--- src/rtl/cci_rd_req_arb_pkg.sv ---
// Shared types and mdata helpers for the c0 read-request arbiter.
// Optional statistics are enabled with CCI_RD_REQ_ARB_STATS_EN (see top).
package cci_rd_req_arb_pkg;

    localparam int unsigned ARB_ID_W = 3;
    localparam int unsigned MDATA_W  = 16;

    typedef logic [ARB_ID_W-1:0]         t_req_id;
    typedef logic [MDATA_W-ARB_ID_W-1:0] t_local_tag;

    typedef enum logic [1:0] {
        RUN,
        DRAIN,
        IDLE
    } t_arb_state;

    // Place the requester ID in the top id_w bits of mdata, local tag below it.
    function automatic logic [15:0] pack_mdata(input logic [7:0]  id,
                                               input logic [15:0] tag,
                                               input int unsigned id_w);
        logic [15:0] mask;
        mask = 16'hFFFF >> id_w;
        return (16'(id) << (16 - id_w)) | (tag & mask);
    endfunction

    // Recover the requester ID from the top id_w bits of mdata.
    function automatic logic [7:0] unpack_id(input logic [15:0] mdata,
                                             input int unsigned id_w);
        return 8'(mdata >> (16 - id_w));
    endfunction

endpackage

--- src/rtl/cci_rr_picker.sv ---
// Rotate-priority picker: first eligible requester at or after ptr, wrapping.
// Purely combinational; the pointer register lives in the parent.
module cci_rr_picker #(
    parameter int unsigned NUM_REQ = 4,
    parameter int unsigned ID_W    = 3
) (
    input  logic [NUM_REQ-1:0] eligible_i,
    input  logic [ID_W-1:0]    ptr_i,
    output logic [NUM_REQ-1:0] grant_o,
    output logic [ID_W-1:0]    grant_id_o,
    output logic               grant_any_o
);

    localparam int unsigned IW = (NUM_REQ > 1) ? $clog2(NUM_REQ) : 1;

    logic        found;
    int unsigned idx;

    // Scan from ptr upward, wrapping, and take the first eligible entry.
    always_comb begin
        grant_o    = '0;
        grant_id_o = '0;
        found      = 1'b0;
        idx        = 0;
        for (int unsigned off = 0; off < NUM_REQ; off++) begin
            idx = (32'(ptr_i) + off) % NUM_REQ;
            if (!found && eligible_i[idx[IW-1:0]]) begin
                found                 = 1'b1;
                grant_o[idx[IW-1:0]]  = 1'b1;
                grant_id_o            = ID_W'(idx);
            end
        end
        grant_any_o = found;
    end

endmodule

--- src/rtl/cci_rd_req_arbiter.sv ---
// Round-robin arbiter sharing the c0 read-request channel among NUM_REQ
// engines: tags mdata with the requester ID, routes responses back by ID,
// enforces a per-requester outstanding-read limit and offers a drain handshake.
// Define CCI_RD_REQ_ARB_STATS_EN to add grant/stall statistics outputs.
module cci_rd_req_arbiter
    import cci_rd_req_arb_pkg::*;
#(
    parameter int unsigned NUM_REQ         = 4,
    parameter int unsigned ID_W            = 3,
    parameter int unsigned ADDR_W          = 42,
    parameter int unsigned MAX_OUTSTANDING = 64
) (
    input  logic                          clk,
    input  logic                          reset,
    input  logic [NUM_REQ-1:0]            req_valid,
    input  logic [NUM_REQ*ADDR_W-1:0]     req_addr,
    input  logic [NUM_REQ*(16-ID_W)-1:0]  req_tag,
    output logic [NUM_REQ-1:0]            req_ready,
    output logic                          tx_valid,
    output logic [ADDR_W-1:0]             tx_addr,
    output logic [15:0]                   tx_mdata,
    input  logic                          tx_almostFull,
    input  logic                          rx_valid,
    input  logic [15:0]                   rx_mdata,
    input  logic [511:0]                  rx_data,
    output logic [NUM_REQ-1:0]            resp_valid,
    output logic [16-ID_W-1:0]            resp_tag,
    output logic [511:0]                  resp_data,
    input  logic                          drain_req,
    output logic                          drained,
    output logic                          tag_err
`ifdef CCI_RD_REQ_ARB_STATS_EN
    ,
    output logic [NUM_REQ*32-1:0]         stat_grants,
    output logic [31:0]                   stat_stall
`endif
);

    localparam int unsigned TAG_W = 16 - ID_W;
    localparam int unsigned CW    = $clog2(MAX_OUTSTANDING) + 1;

    t_arb_state          state_q, state_d;
    logic [ID_W-1:0]     ptr_q, ptr_d;

    logic                grant_en;
    logic [NUM_REQ-1:0]  eligible;
    logic [NUM_REQ-1:0]  grant;
    logic [ID_W-1:0]     grant_id;
    logic                grant_any;

    logic [ADDR_W-1:0]   sel_addr;
    logic [TAG_W-1:0]    sel_tag;

    logic                tx_valid_q;
    logic [ADDR_W-1:0]   tx_addr_q;
    logic [15:0]         tx_mdata_q;

    logic [7:0]          rx_id;
    logic                rx_id_ok;
    logic [NUM_REQ-1:0]  rx_hit;
    logic [NUM_REQ-1:0]  underflow;
    logic [NUM_REQ-1:0]  cnt_nz;

    logic [NUM_REQ-1:0]  resp_valid_q;
    logic [TAG_W-1:0]    resp_tag_q;
    logic [511:0]        resp_data_q;
    logic                tag_err_q;
    logic                drained_c;

    // Reset also gates grants so req_ready reads 0 while reset is held.
    assign grant_en = (state_q == RUN) && !drain_req && !tx_almostFull && !reset;

    assign rx_id    = unpack_id(rx_mdata, ID_W);
    assign rx_id_ok = (rx_id < 8'(NUM_REQ));

    cci_rr_picker #(
        .NUM_REQ (NUM_REQ),
        .ID_W    (ID_W)
    ) u_picker (
        .eligible_i  (eligible),
        .ptr_i       (ptr_q),
        .grant_o     (grant),
        .grant_id_o  (grant_id),
        .grant_any_o (grant_any)
    );

    assign req_ready = grant;

    // Per-requester credit counter, eligibility and response decode.
    for (genvar g = 0; g < NUM_REQ; g++) begin : g_req
        logic [CW-1:0] cnt_q, cnt_d;
        logic          dec_ok;

        assign rx_hit[g]    = rx_valid && rx_id_ok && (rx_id == 8'(g));
        assign dec_ok       = rx_hit[g] && (cnt_q != '0);
        assign underflow[g] = rx_hit[g] && (cnt_q == '0);
        assign cnt_nz[g]    = (cnt_q != '0);
        assign eligible[g]  = req_valid[g] && (cnt_q < CW'(MAX_OUTSTANDING)) && grant_en;

        // Grant adds a credit, routed response returns one; both cancel out.
        always_comb begin
            cnt_d = cnt_q;
            if (grant[g] && !dec_ok) begin
                cnt_d = cnt_q + CW'(1);
            end else if (!grant[g] && dec_ok) begin
                cnt_d = cnt_q - CW'(1);
            end
        end

        // Credit counter register.
        always_ff @(posedge clk or posedge reset) begin
            if (reset) cnt_q <= '0;
            else       cnt_q <= cnt_d;
        end
    end

    // Mux the granted requester's address and local tag.
    always_comb begin
        sel_addr = req_addr[32'(grant_id)*ADDR_W +: ADDR_W];
        sel_tag  = req_tag[32'(grant_id)*TAG_W +: TAG_W];
    end

    // Advance the round-robin pointer past the winner only when a grant occurs.
    always_comb begin
        ptr_d = ptr_q;
        if (grant_any) begin
            ptr_d = (grant_id == ID_W'(NUM_REQ - 1)) ? '0 : grant_id + ID_W'(1);
        end
    end

    // Pointer register.
    always_ff @(posedge clk or posedge reset) begin
        if (reset) ptr_q <= '0;
        else       ptr_q <= ptr_d;
    end

    // Registered Tx stage: valid for exactly one cycle after each grant.
    always_ff @(posedge clk or posedge reset) begin
        if (reset) begin
            tx_valid_q <= 1'b0;
            tx_addr_q  <= '0;
            tx_mdata_q <= '0;
        end else begin
            tx_valid_q <= grant_any;
            if (grant_any) begin
                tx_addr_q  <= sel_addr;
                tx_mdata_q <= pack_mdata(8'(grant_id), 16'(sel_tag), ID_W);
            end
        end
    end

    // Registered response routing; unknown IDs are dropped.
    always_ff @(posedge clk or posedge reset) begin
        if (reset) begin
            resp_valid_q <= '0;
            resp_tag_q   <= '0;
            resp_data_q  <= '0;
        end else begin
            resp_valid_q <= rx_hit;
            if (rx_valid && rx_id_ok) begin
                resp_tag_q  <= rx_mdata[TAG_W-1:0];
                resp_data_q <= rx_data;
            end
        end
    end

    // Sticky error: unknown ID or a response with no credit outstanding.
    always_ff @(posedge clk or posedge reset) begin
        if (reset) tag_err_q <= 1'b0;
        else       tag_err_q <= tag_err_q || (rx_valid && !rx_id_ok) || (|underflow);
    end

    // FSM next state and drained decode.
    always_comb begin
        state_d   = state_q;
        drained_c = 1'b0;
        unique case (state_q)
            RUN: begin
                if (drain_req) state_d = DRAIN;
            end
            DRAIN: begin
                if (!drain_req)                     state_d = RUN;
                else if (!(|cnt_nz) && !tx_valid_q) state_d = IDLE;
            end
            IDLE: begin
                drained_c = 1'b1;
                if (!drain_req) state_d = RUN;
            end
            default: state_d = RUN;
        endcase
    end

    // FSM state register.
    always_ff @(posedge clk or posedge reset) begin
        if (reset) state_q <= RUN;
        else       state_q <= state_d;
    end

    assign tx_valid   = tx_valid_q;
    assign tx_addr    = tx_addr_q;
    assign tx_mdata   = tx_mdata_q;
    assign resp_valid = resp_valid_q;
    assign resp_tag   = resp_tag_q;
    assign resp_data  = resp_data_q;
    assign drained    = drained_c;
    assign tag_err    = tag_err_q;

`ifdef CCI_RD_REQ_ARB_STATS_EN
    logic        stat_clr;
    logic [31:0] stall_q;

    assign stat_clr = (state_q == RUN) && (state_d == DRAIN);

    for (genvar g = 0; g < NUM_REQ; g++) begin : g_stat
        logic [31:0] grants_q;

        // Saturating per-requester grant counter.
        always_ff @(posedge clk or posedge reset) begin
            if (reset)                          grants_q <= '0;
            else if (stat_clr)                  grants_q <= '0;
            else if (grant[g] && grants_q != '1) grants_q <= grants_q + 32'd1;
        end

        assign stat_grants[g*32 +: 32] = grants_q;
    end

    // Saturating count of cycles where a pending request is held off by almostFull.
    always_ff @(posedge clk or posedge reset) begin
        if (reset)         stall_q <= '0;
        else if (stat_clr) stall_q <= '0;
        else if ((state_q == RUN) && !drain_req && (|req_valid) && tx_almostFull && stall_q != '1)
            stall_q <= stall_q + 32'd1;
    end

    assign stat_stall = stall_q;
`endif

endmodule

--- config.mk ---
export PLATFORM = sky130hd
export DESIGN_NAME = cci_rd_req_arbiter
export DESIGN_NICKNAME = d
export VERILOG_FILES = /design/src/rtl/cci_rd_req_arb_pkg.sv /design/src/rtl/cci_rr_picker.sv /design/src/rtl/cci_rd_req_arbiter.sv
export SDC_FILE = /design/constraint.sdc
export NUM_CORES = 2
export LEC_CHECK = 0
export BUFFER_PORTS_ARGS = -buffer_cell sky130_fd_sc_hd__buf_2
export CAP_MARGIN = 15
export CORE_AREA = 2 2 525 527
export CTS_CLUSTER_SIZE = 24
export DETAILED_ROUTE_END_ITERATION = 6
export DIE_AREA = 0 0 527 529
export GPL_ROUTABILITY_DRIVEN = 0
export GPL_TIMING_DRIVEN = 1
export PLACE_DENSITY_LB_ADDON = 0.3
export SYNTH_ARGS = -nofsm -noshare
export SYNTH_HDL_FRONTEND = slang
export SYNTH_HIERARCHICAL = 1
export SYNTH_SLANG_ARGS = --single-unit
--- constraint.sdc ---
create_clock -name clk -period 26.8 [get_ports clk]
set_clock_uncertainty 0.1 [all_clocks]
set_input_delay 1.34 -clock clk [delete_from_list [all_inputs] [get_ports clk]]
set_output_delay 1.34 -clock clk [all_outputs]
set_load 0.01 [all_outputs]
==> results.md <==
- Total Wirelength: 209000 um
- Root buf cell: clkbuf_16
- Die area: 0.279 mm^2
- I/O Pins: ~1400
- Die X: approximately 530 um
- Core Util, Final: 0.148
- # rows: about 190
- Worst Hold Path Cells: 2
- Cell Int Power: about 2100 uW
- Clock sink count: slightly above 600
- Max frequency: 180 MHz
- PostCTS Resize Cnt: 0
- Core ar.: approximately 0.27 mm^2
- First-pass GRT wire length: 265000 um
- Crit-path max FO: 6
- Starting Density: 0.0961
- Number of buffers added for setup after CTS: 0
- Worst reg2reg endpoint: tx_addr[23]
- DRC violations left: 0
- PortBufs: between 1000 and 1500
- Final setup violation count: 0
- Reg2reg setup slack: around 22 ns
- Dpl hpwl: between 150000 and 200000 um
- FF-to-FF Start: state_q[0]
- Layout cell share with drive strength beyond 1: 0.380
- Design Power: between 3000 and 4000 uW
- Antenna violations before repair: ~360
- CTS clock-pin slew for the worst setup and hold paths: around 0.060 ns
- Fin. max-slew vios: 0
- Total gr overflow: 0
- Outcome: finished clean
- Switching share of power: 0.347
- Leakage: 0.0209 uW
- CTS H-tree lvls: 3
- Yosys warns: 6
- Crit end category: primary output
- CTS max path bufs: 4
- Max_cap viols: 0
- DR WL/cell: roughly 26 um
- VDD IR max: 0.0000400 V
- Min-Delay Endpoint: resp_data[125]
- Register share of total power: 0.368
- Tot GR Track Use: 0.144
- TritonCTS Buffers: 91
- Die H: between 500 and 600 um
- Synthesized area: between 0.02 and 0.03 mm^2
- Pwr/cell area: 80.9 mW/mm^2
- CP Launch Type: input port
- Unrepaired setup endpoints after global routing: no
- Switching power: between 1000 and 1500 uW
- TritonCTS clock tree: done
- Post-Syn Area per Cell: about 9.2 um^2
- Largest net degree at the start of global routing: 195
- Crit path kind: input port to primary output
- Via count: approximately 27000
- Final period utilization: 0.207
- Syn Nets: between 3000 and 4000
- Clk Latency, worst-skew pair: 0.81 ns
- Drt initial violations: roughly 1600
- ANT nets after route: 0
- Final min period: 5.55 ns
- Synthesis-to-layout area growth: 53.6%
- Worst reg2reg path depth: 11
- Clock Power Share: 0.385
- Nets: around 5000
- Final Hold Vio Count: 0
- Logic pwr share: 0.247
- Detailed Routing Iterations Pass 1: 6
- CP Data Arrival Time: approximately 4 ns
- Max_slew headroom: 0.220
- Worst-margin pin slew: approximately 1.2 ns
- Worst hold start: resp_data[125]
- CP Data Required Time: roughly 25 ns
- Min-delay worst type: flip-flop to flip-flop
- Final TNS setup: 0 ns
- Vias per cell: between 3 and 4
- Vias in the first global route: between 20000 and 30000
- Mapped Cells: around 2800
- CTS Hold Buffers Added: 0
## per-stage QoR
stage               area [um^2]  worst slack [ns]  std cells  hold slack (ns)
floorplan                 26200              7.64       2846            0.370
finish                    40300             21.25       7914            0.366
detailed placement        37000             21.02       7656            0.357
global route              40100             20.88       7844            0.331
CTS                       40100             21.29       7817            0.324
global placement          37000             21.18       7656            0.351
## area by class of cell
type / count / area, um^2
fill: 31300 / 233000
inverter: 69 / 267
multi-input combinational: 2001 / 9750
antenna: 97 / 243
sequential: 621 / 15500
timing repair buffer: 1376 / 6980
clock inverter: 36 / 428
clock buffer: 125 / 2620
tap: 3589 / 4490
## cell usage in the layout (no fill, tap or decap), types with 5 or more instances in the layout
cell        instances
nand2_1          1661
buf_2            1350
dfrtp_1           621
diode_2            97
clkbuf_16          91
inv_1              68
mux4_2             56
o21ai_0            52
ha_1               34
o21ai_1            28
buf_4              24
clkbuf_8           21
nor4_1             14
a21o_1             13
a21oi_1            13
clkbuf_1           13
clkinv_2           13
nor3b_1            12
xnor2_1            12
mux2_2             10
xor2_1              8
a22oi_1             8
nor2_1              7
nor3_1              6
nand3_1             6
nand4b_1            6
inv_6               6
bufinv_16           6
o211ai_1            5
clkinvlp_4          5
## sequential cells by signal, indices dropped and copies added, names as in the netlist, 2 cells and up
register and cells:
tx_mdata 16, g_req.cnt_q 28, resp_data 512, ptr_q 2
resp_tag 13, state_q 2, tx_addr 42, resp_valid 4
## power groups by stage
| stage | sequential, uW | combinational [uW] | clock [uW] |
|---|---|---|---|
| 5_1_grt | 1220 | 887 | 1340 |
| 3_3_place_gp | 1210 | 827 | 0 |
| 2_1_floorplan | 1270 | 321 | 0 |
| 3_5_place_dp | 1210 | 838 | 0 |
| 4_1_cts | 1200 | 840 | 1320 |
| 6_report | 1200 | 807 | 1250 |
## routing by layer
metal  wire length [um]  share of wire  track usage
met5               1560         0.0074            0
met4               7960          0.038       0.0441
met3              37700           0.18        0.122
met2              89400           0.43        0.222
met1              72200           0.35        0.145
## worst max-delay path by stage
stage | cells after the start | startpoint | slack, ns | endpoint
finish | 9 | drain_req | 21.25 | req_ready[2]
global route | 9 | drain_req | 20.88 | req_ready[0]
CTS | 9 | drain_req | 21.29 | req_ready[2]
detailed placement | 12 | drain_req | 21.02 | tx_addr[15]
global placement | 12 | drain_req | 21.18 | tx_addr[23]
floorplan | 14 | reset | 7.64 | g_req[3].cnt_q[6]
## worst max-delay path: stages
cell and delay (ns):
buf_2 0.11, nor4_1 0.53, nand2_1 0.22, nor3b_1 0.48
mux4_1 0.45, and2b_2 0.22, a22oi_1 0.08, o21ai_0 0.33
buf_2 0.33
No activity file was read; power rests on OpenSTA's default activity.
